**config.mk**
```make
export PLATFORM = sky130hd
export DESIGN_NAME = alu_seq_ctrl
export DESIGN_NICKNAME = d
export VERILOG_FILES = /design/src/rtl/alu_seq_ctrl.sv
export SDC_FILE = /design/constraint.sdc
export NUM_CORES = 1
export LEC_CHECK = 0
export CORE_UTILIZATION = 41
export CTS_BUF_LIST = sky130_fd_sc_hd__clkbuf_4
export DETAILED_ROUTE_END_ITERATION = 8
export PLACE_DENSITY = 0.73
export SLEW_MARGIN = 0
export SYNTH_ARGS = -nofsm -noshare
export SYNTH_HDL_FRONTEND = slang
export SYNTH_SLANG_ARGS = --single-unit
```
**constraint.sdc**
```tcl
create_clock -name clk -period 5.5 [get_ports clk]
set_clock_uncertainty 0.2 [all_clocks]
set_input_delay 0.825 -clock clk [delete_from_list [all_inputs] [get_ports clk]]
set_output_delay 0.825 -clock clk [all_outputs]
set_load 0.01 [all_outputs]
```
**src/rtl/alu_seq_ctrl.sv**
```systemverilog
// Multi-cycle add/subtract sequencer: accepts one request, runs one or two
// steps on a 2-bit-extended accumulator, and returns the exact signed result.
module alu_seq_ctrl #(
  parameter int N = 4
) (
  input  logic           clk,
  input  logic           reset_n,
  input  logic           in_valid,
  output logic           in_ready,
  input  logic [1:0]     op,
  input  logic [N-1:0]   a,
  input  logic [N-1:0]   b,
  input  logic [N-1:0]   c,
  output logic           out_valid,
  input  logic           out_ready,
  output logic [N+1:0]   result,
  output logic           busy,
  output logic [7:0]     op_count,
  output logic [1:0]     state_dbg
);

  localparam int W = N + 2;

  localparam logic [1:0] IDLE  = 2'd0;
  localparam logic [1:0] STEP1 = 2'd1;
  localparam logic [1:0] STEP2 = 2'd2;
  localparam logic [1:0] DONE  = 2'd3;

  // Handshakes: a transfer happens on a rising edge where valid and ready are
  // both high; valid never depends on ready, and ready/valid come from state.

  logic [1:0]   state_q, state_d;
  logic [1:0]   op_q, op_d;
  logic [N-1:0] a_q, a_d;
  logic [N-1:0] b_q, b_d;
  logic [N-1:0] c_q, c_d;
  logic [W-1:0] acc_q, acc_d;
  logic [7:0]   op_count_q, op_count_d;

  function automatic logic [W-1:0] ext(input logic [N-1:0] x);
    ext = {{2{x[N-1]}}, x};
  endfunction

  always_comb begin
    state_d    = state_q;
    op_d       = op_q;
    a_d        = a_q;
    b_d        = b_q;
    c_d        = c_q;
    acc_d      = acc_q;
    op_count_d = op_count_q;
    case (state_q)
      IDLE: begin
        if (in_valid) begin
          op_d    = op;
          a_d     = a;
          b_d     = b;
          c_d     = c;
          state_d = STEP1;
        end
      end
      STEP1: begin
        // op[0] selects subtract for the first step
        if (op_q[0]) acc_d = ext(a_q) - ext(b_q);
        else         acc_d = ext(a_q) + ext(b_q);
        state_d = op_q[1] ? STEP2 : DONE;
      end
      STEP2: begin
        if (op_q[0]) acc_d = acc_q - ext(c_q);
        else         acc_d = acc_q + ext(c_q);
        state_d = DONE;
      end
      DONE: begin
        if (out_ready) begin
          state_d    = IDLE;
          op_count_d = op_count_q + 8'd1;
        end
      end
      default: state_d = IDLE;
    endcase
  end

  always_ff @(posedge clk or negedge reset_n) begin
    if (!reset_n) begin
      state_q    <= IDLE;
      op_q       <= '0;
      a_q        <= '0;
      b_q        <= '0;
      c_q        <= '0;
      acc_q      <= '0;
      op_count_q <= '0;
    end else begin
      state_q    <= state_d;
      op_q       <= op_d;
      a_q        <= a_d;
      b_q        <= b_d;
      c_q        <= c_d;
      acc_q      <= acc_d;
      op_count_q <= op_count_d;
    end
  end

  assign in_ready  = reset_n & (state_q == IDLE);
  assign out_valid = (state_q == DONE);
  assign busy      = (state_q != IDLE);
  assign result    = acc_q;
  assign op_count  = op_count_q;
  assign state_dbg = state_q;

endmodule

```
==> impl_metrics.py, run 1 <==
metrics = {
    "route": {
        "ant_nets": 0,
        "dr_total_vias": 1268,
        "routedWlPerCell_um": 11.9,
        "drt_iter0_markers": 42,
        "drc": 0,
        "via_per_inst": 4.93,
        "drtPass1Iterations": 4,
        "wl_um": 3060,
    },
    "layout": {
        "finalNetCount": 243,
        "final_common_cell": "clkdlybuf4s50_1",
        "areaGrowthSynthToFinish_pct": 27.4,
        "seq_area_um2": 751,
        "drive_above_1_share_pct": 13.5,
        "insertedDiodeCount": 0,
        "fillers": 379,
        "final_cell_mix": "clkdlybuf4s50_1 (36), dfrtp_1 (30), mux2_2 (17), ha_1 (17), inv_1 (13)",
        "multi_input_area_um2": 993,
    },
    "critical_path": {
        "worstPathCellList": "clkdlybuf4s50_1 -> buf_4 -> and2_1 -> clkdlybuf4s50_1",
        "end_kind": "primary output",
        "reg2regPathDepth": 9,
        "cp_slowest_cell": "clkdlybuf4s50_1",
        "r2r-start": "b_q[0]",
        "crit_top_cell": "clkdlybuf4s50_1",
        "endpoint": "in_ready",
        "startpoint": "reset_n",
        "crit_required_ps": 4470,
        "r2r-end": "result[5]",
        "max_stage_delay_ps": 530,
        "cp_max_fo": 31,
        "critPathLaunchType": "input pin",
        "worstPathArrival_ps": 2330,
        "reg2reg_slack_ps": 2950,
        "crit_type": "input pin to primary output",
    },
    "logic_synthesis": {
        "ys_async_sr_fraction_pct": 100,
        "ys_seq_area_share_pct": 41.5,
        "synth_fp_nets": 203,
        "synthTopCellsByArea": "dfrtp_1 (41%), ha_1 (12%), mux2_2 (11%), xnor2_1 (5.3%), mux2i_1 (2.8%)",
        "syn_area_um2": 1810,
        "syn_inst": 166,
        "synth_top_area_share_pct": 41.5,
        "yosys.area.top_type": "dfrtp_1",
        "yosys.cell_types.count": 33,
        "synth_edf_count": 0,
        "yosys_warnings": 0,
        "synth_flop_cell": "dfrtp_1",
        "syn_avg_cell_area_um2": 10.9,
        "ys_ff_latch": 30,
    },
    "grt": {
        "antenna_found_initial": 0,
        "first_global_vias": 1237,
        "grt_max_degree": 32,
        "grt_pass1_wl_um": 5330,
        "grt_usage_pct": 15.7,
        "overflow": 0,
    },
    "cts": {
        "cts.sinks": 30,
        "cts_tree": "done",
        "root_buffer": "clkbuf_4",
        "cts_setup_buffers": 0,
        "clock_path_buffers": 2,
        "clk_pin_slew_worst_paths_ps": 90,
        "h-tree-depth": 2,
        "insertion_delay_ps": 320,
        "cts-resized-gates": 0,
        "postCtsHoldBufs": 0,
        "cts_buffers": 5,
    },
    "power_and_ir_drop": {
        "vdd_ir_drop_max_mv": 0.365,
        "p_total_uw": 1720,
        "power_density_nw_per_um2": 745,
        "power.switching_uw": 677,
        "leakage_uw": 0.00105,
        "combinationalPowerShare_pct": 64.4,
        "internal_power_uw": 1040,
        "p_clk_share_pct": 10.4,
        "pwr-share-seq_pct": 25.2,
        "netSwitchingFraction_pct": 39.4,
    },
    "placed_design": {
        "pre_cts_ws_ps": 2110,
        "dp_hpwl_um": 2430,
        "port_buffers": 36,
        "place_congestion": 0.872,
    },
    "timing": {
        "fin_ws_ps": 2150,
        "slew_headroom_pct": 60.2,
        "worst_slew_pin_slew_ps": 596,
        "maxSlewViolCount": 0,
        "setup-violations-final": 0,
        "rsz0062_at_grt": "false",
        "finalSetupTns_ps": 0,
        "fin_hold_ws_ps": 278,
        "max_freq_ghz": 0.298,
        "min_period_ps": 3350,
        "hold_viol": 0,
        "finalCritPeriodShare_pct": 61.0,
    },
    "floorplan": {
        "die_w_um": 68.5,
        "die_y_um": 68.5,
        "dieArea_um2": 4690,
        "coreArea_um2": 4120,
        "io_pins": 37,
        "start_util_pct": 44.0,
        "fp-row-count": 23,
    },
    "run": {
        "drv_cap": 0,
    },
    "worst_hold_path": {
        "min_path_type": "flop to flop",
    },
    "outcome": {
        "outcome": "finished clean",
    },
}
-- cell type report --
class | instances | share of cell area [%]
clock buffer | 7 | 2.28
sequential | 30 | 32.6
tap | 50 | 2.71
timing repair buffer | 37 | 16.0
multi-input combinational | 119 | 43.1
inverter | 13 | 2.12
clock inverter | 1 | 1.30
-- state kept, by name (all words and copies together), names as in the netlist --
register and flops:
op_q 2, result 6, b_q 4, state_dbg 2, a_q 4, c_q 4
op_count 8
-- cells in the mapped netlist, types with 3 or more instances --
cell type and n:
a21oi_1 5, and3_1 4, dfrtp_1 30, ha_1 17, inv_1 13, mux2_2 17
mux2i_1 5, nand2_1 6, nand3_1 3, nor2_1 10, nor2b_1 5, o21a_1 3
o21ai_0 4, xnor2_1 11, xor2_1 5
-- cells by family after synthesis --
| family | synth area share (%) |
|---|---|
| and+or+nand+nor | 9.88 |
| adders and majority gates | 14.0 |
| buffers and inverters | 3.66 |
| AOI/OAI and AO/OA | 8.71 |
| DFF | 41.5 |
| xor gates and xnor gates | 8.98 |
| muxes | 13.3 |
-- metal layers --
metal / GRT usage, % / part of all wire, % / vias up
met5: 0 / 0 / -
met3: 4.83 / 3.7 / 7
met1: 20.4 / 49 / 594
li1: - / - / 646
met4: 6.25 / 2.0 / 0
met2: 24.3 / 46 / 21
-- power groups by stage --
stage	Clock (uW)	Sequential (uW)	Combinational [uW]
after CTS	184	436	1120
after global routing	194	454	1250
after floorplan	0	429	834
after global placement	0	438	1090
after detailed placement	0	441	1110
final	179	433	1110
-- worst max-delay path: cells and delay by family --
kind | cells | cell delay, ps
buffers and inverters | 3 | 1330
and+or+nand+nor | 1 | 180
-- worst min-delay path by stage --
stage                     start     endpoint  depth (start not counted)
floorplan                a_q[0]       a_q[0]                          1
global placement    op_count[7]  op_count[7]                          1
detailed placement  op_count[7]  op_count[7]                          1
CTS                 op_count[7]  op_count[7]                          1
global route        op_count[7]  op_count[7]                          1
finish              op_count[7]  op_count[7]                          1
-- per-stage QoR --
stage / instance area [um2] / util [%] / instances
2_1_floorplan: 1810 / - / 166
3_3_place_gp: 2220 / 54.0 / 249
3_5_place_dp: 2220 / 54.0 / 249
4_1_cts: 2310 / 56.0 / 257
5_1_grt: 2310 / 56.0 / 257
6_report: 2310 / 56.0 / 257
Power figures use the tool's default switching activity.
==> run 2, diff against run 1 <==
- clock period: 5.5 -> 3.4 ns (I/O delays scaled with it)
==> run 2 against run 1 <==
Effect of this change:
- sequential power rose by 63%
- sequential cell count is the same
- worst setup slack got worse by 1300 ps
- hold slack better by 3.1 ps
- utilization stayed put
- global-route usage rose by 0.77 points
- first-iteration DRC count is 14% higher
- critical endpoint is now result[5]
- largest cell class unchanged
- largest power group unchanged
==> impl_metrics.py, run 2 (synthesis results as in run 1) <==
metrics = {
    "outcome": {
        "outcome": "finished clean",
    },
    "cts": {
        "clk_pin_slew_worst_paths_ps": 100,
        "cts_buffers": 5,
        "root_buffer": "clkbuf_4",
        "cts_tree": "done",
        "clock_path_buffers": 2,
        "cts.sinks": 30,
        "insertion_delay_ps": 330,
        "cts_setup_buffers": 0,
        "cts-resized-gates": 0,
        "postCtsHoldBufs": 0,
        "h-tree-depth": 2,
    },
    "grt": {
        "grt_usage_pct": 16.5,
        "grt_max_degree": 31,
        "grt_pass1_wl_um": 5530,
        "overflow": 0,
        "first_global_vias": 1234,
        "antenna_found_initial": 0,
    },
    "layout": {
        "drive_above_1_share_pct": 13.5,
        "final_common_cell": "clkdlybuf4s50_1",
        "insertedDiodeCount": 0,
        "areaGrowthSynthToFinish_pct": 27.4,
        "design_area_um2": 2310,
        "finalNetCount": 243,
        "fillers": 391,
        "largest_reg_flops": 8,
        "final_cell_mix": "clkdlybuf4s50_1 (36), dfrtp_1 (30), mux2_2 (17), ha_1 (17), inv_1 (13)",
    },
    "floorplan": {
        "fp-row-count": 23,
        "start_util_pct": 44.0,
        "coreArea_um2": 4120,
        "io_pins": 37,
        "die_y_um": 68.5,
        "dieArea_um2": 4690,
        "die_w_um": 68.5,
    },
    "critical_path": {
        "reg2reg_slack_ps": 860,
        "cp_max_fo": 4,
        "crit_required_ps": 3430,
        "end_kind": "flop",
        "crit_type": "flop to flop",
        "critPathLaunchType": "flop",
        "worstPathArrival_ps": 2570,
    },
    "route": {
        "via_per_inst": 5.02,
        "drtPass1Iterations": 4,
        "ant_nets": 0,
        "wl_um": 3270,
        "drt_iter0_markers": 48,
        "drt-met1-wl_um": 1570,
        "dr_total_vias": 1290,
        "drc": 0,
        "wl_met3_um": 82,
        "wl_met2_um": 1540,
        "routedWlPerCell_um": 12.7,
        "routed.top_layer": "met4",
    },
    "timing": {
        "slew_headroom_pct": 59.3,
        "maxSlewViolCount": 0,
        "finalSetupTns_ps": 0,
        "max_freq_ghz": 0.394,
        "setup-violations-final": 0,
        "hold_viol": 0,
        "worst_slew_pin_slew_ps": 610,
        "finalCritPeriodShare_pct": 74.7,
        "min_period_ps": 2540,
        "rsz0062_at_grt": "false",
        "fin_hold_ws_ps": 281,
        "fin_ws_ps": 861,
    },
    "power_and_ir_drop": {
        "netSwitchingFraction_pct": 39.7,
        "power.switching_uw": 1110,
        "leakage_uw": 0.00105,
        "pwr-share-seq_pct": 25.2,
        "vdd_ir_drop_max_mv": 0.444,
        "p_clk_share_pct": 10.5,
        "power_density_nw_per_um2": 1210,
        "combinationalPowerShare_pct": 64.3,
        "internal_power_uw": 1690,
    },
    "run": {
        "drv_cap": 0,
    },
    "placed_design": {
        "pre_cts_ws_ps": 867,
        "dp_hpwl_um": 2570,
        "placed_area_um2": 2220,
        "port_buffers": 36,
        "place_congestion": 0.801,
    },
    "worst_hold_path": {
        "min_path_type": "flop to flop",
    },
}
[run 2: cell counts in the layout (fill, tap and decap cells not counted)]
Identical to the previous run, type by type.
[run 2: final cells by class]
type / instances / area (um2) / area share (%)
clock buffer: 7 / 52.6 / 2.28
clock inverter: 1 / 30.0 / 1.30
inverter: 13 / 48.8 / 2.12
multi-input combinational: 119 / 993 / 43.1
sequential: 30 / 751 / 32.6
tap: 50 / 62.6 / 2.71
timing repair buffer: 37 / 368 / 16.0
[run 2: final timing paths]
kind	from	depth (start not counted)	endpoint
worst max-delay path	b_q[0]	9	result[5]
worst max register to register	b_q[0]	9	result[5]
max in group asynchronous	reset_n	2	b_q[1]
worst min register to register	op_count[7]	1	op_count[7]
min in group asynchronous	reset_n	2	op_count[0]
worst min-delay path	op_count[7]	1	op_count[7]
[run 2: layer usage]
| layer | GRT usage (%) | vias to the layer above |
|---|---|---|
| met5 | 0 | - |
| met1 | 21.6 | 614 |
| li1 | - | 648 |
| met4 | 8.59 | 0 |
| met2 | 25.4 | 21 |
| met3 | 3.50 | 7 |
[run 2: power by group through the flow]
stage                     registers [uW]  logic [uW]  clock network (uW)
final                                704        1800                 295
after global routing                 737        2020                 318
after CTS                            706        1820                 303
after detailed placement             713        1810                   0
after global placement               708        1760                   0
after floorplan                      694        1350                   0
[run 2: per-stage QoR]
stage | power, uW | std cells | utilization (%)
after floorplan | 2040 | 166 | -
after global placement | 2470 | 249 | 54.0
after detailed placement | 2530 | 249 | 54.0
after CTS | 2830 | 257 | 56.0
after global routing | 3080 | 257 | 56.0
final | 2800 | 257 | 56.0
[run 2: worst max-delay path, stage by stage, from the launching register on]
cell     delay (ps)
dfrtp_1         400
inv_1            60
ha_1            270
mux2i_1         100
fa_1            470
a21o_1          190
a21oi_2         150
xnor3_1         350
a31oi_1         170
o21ai_1          80
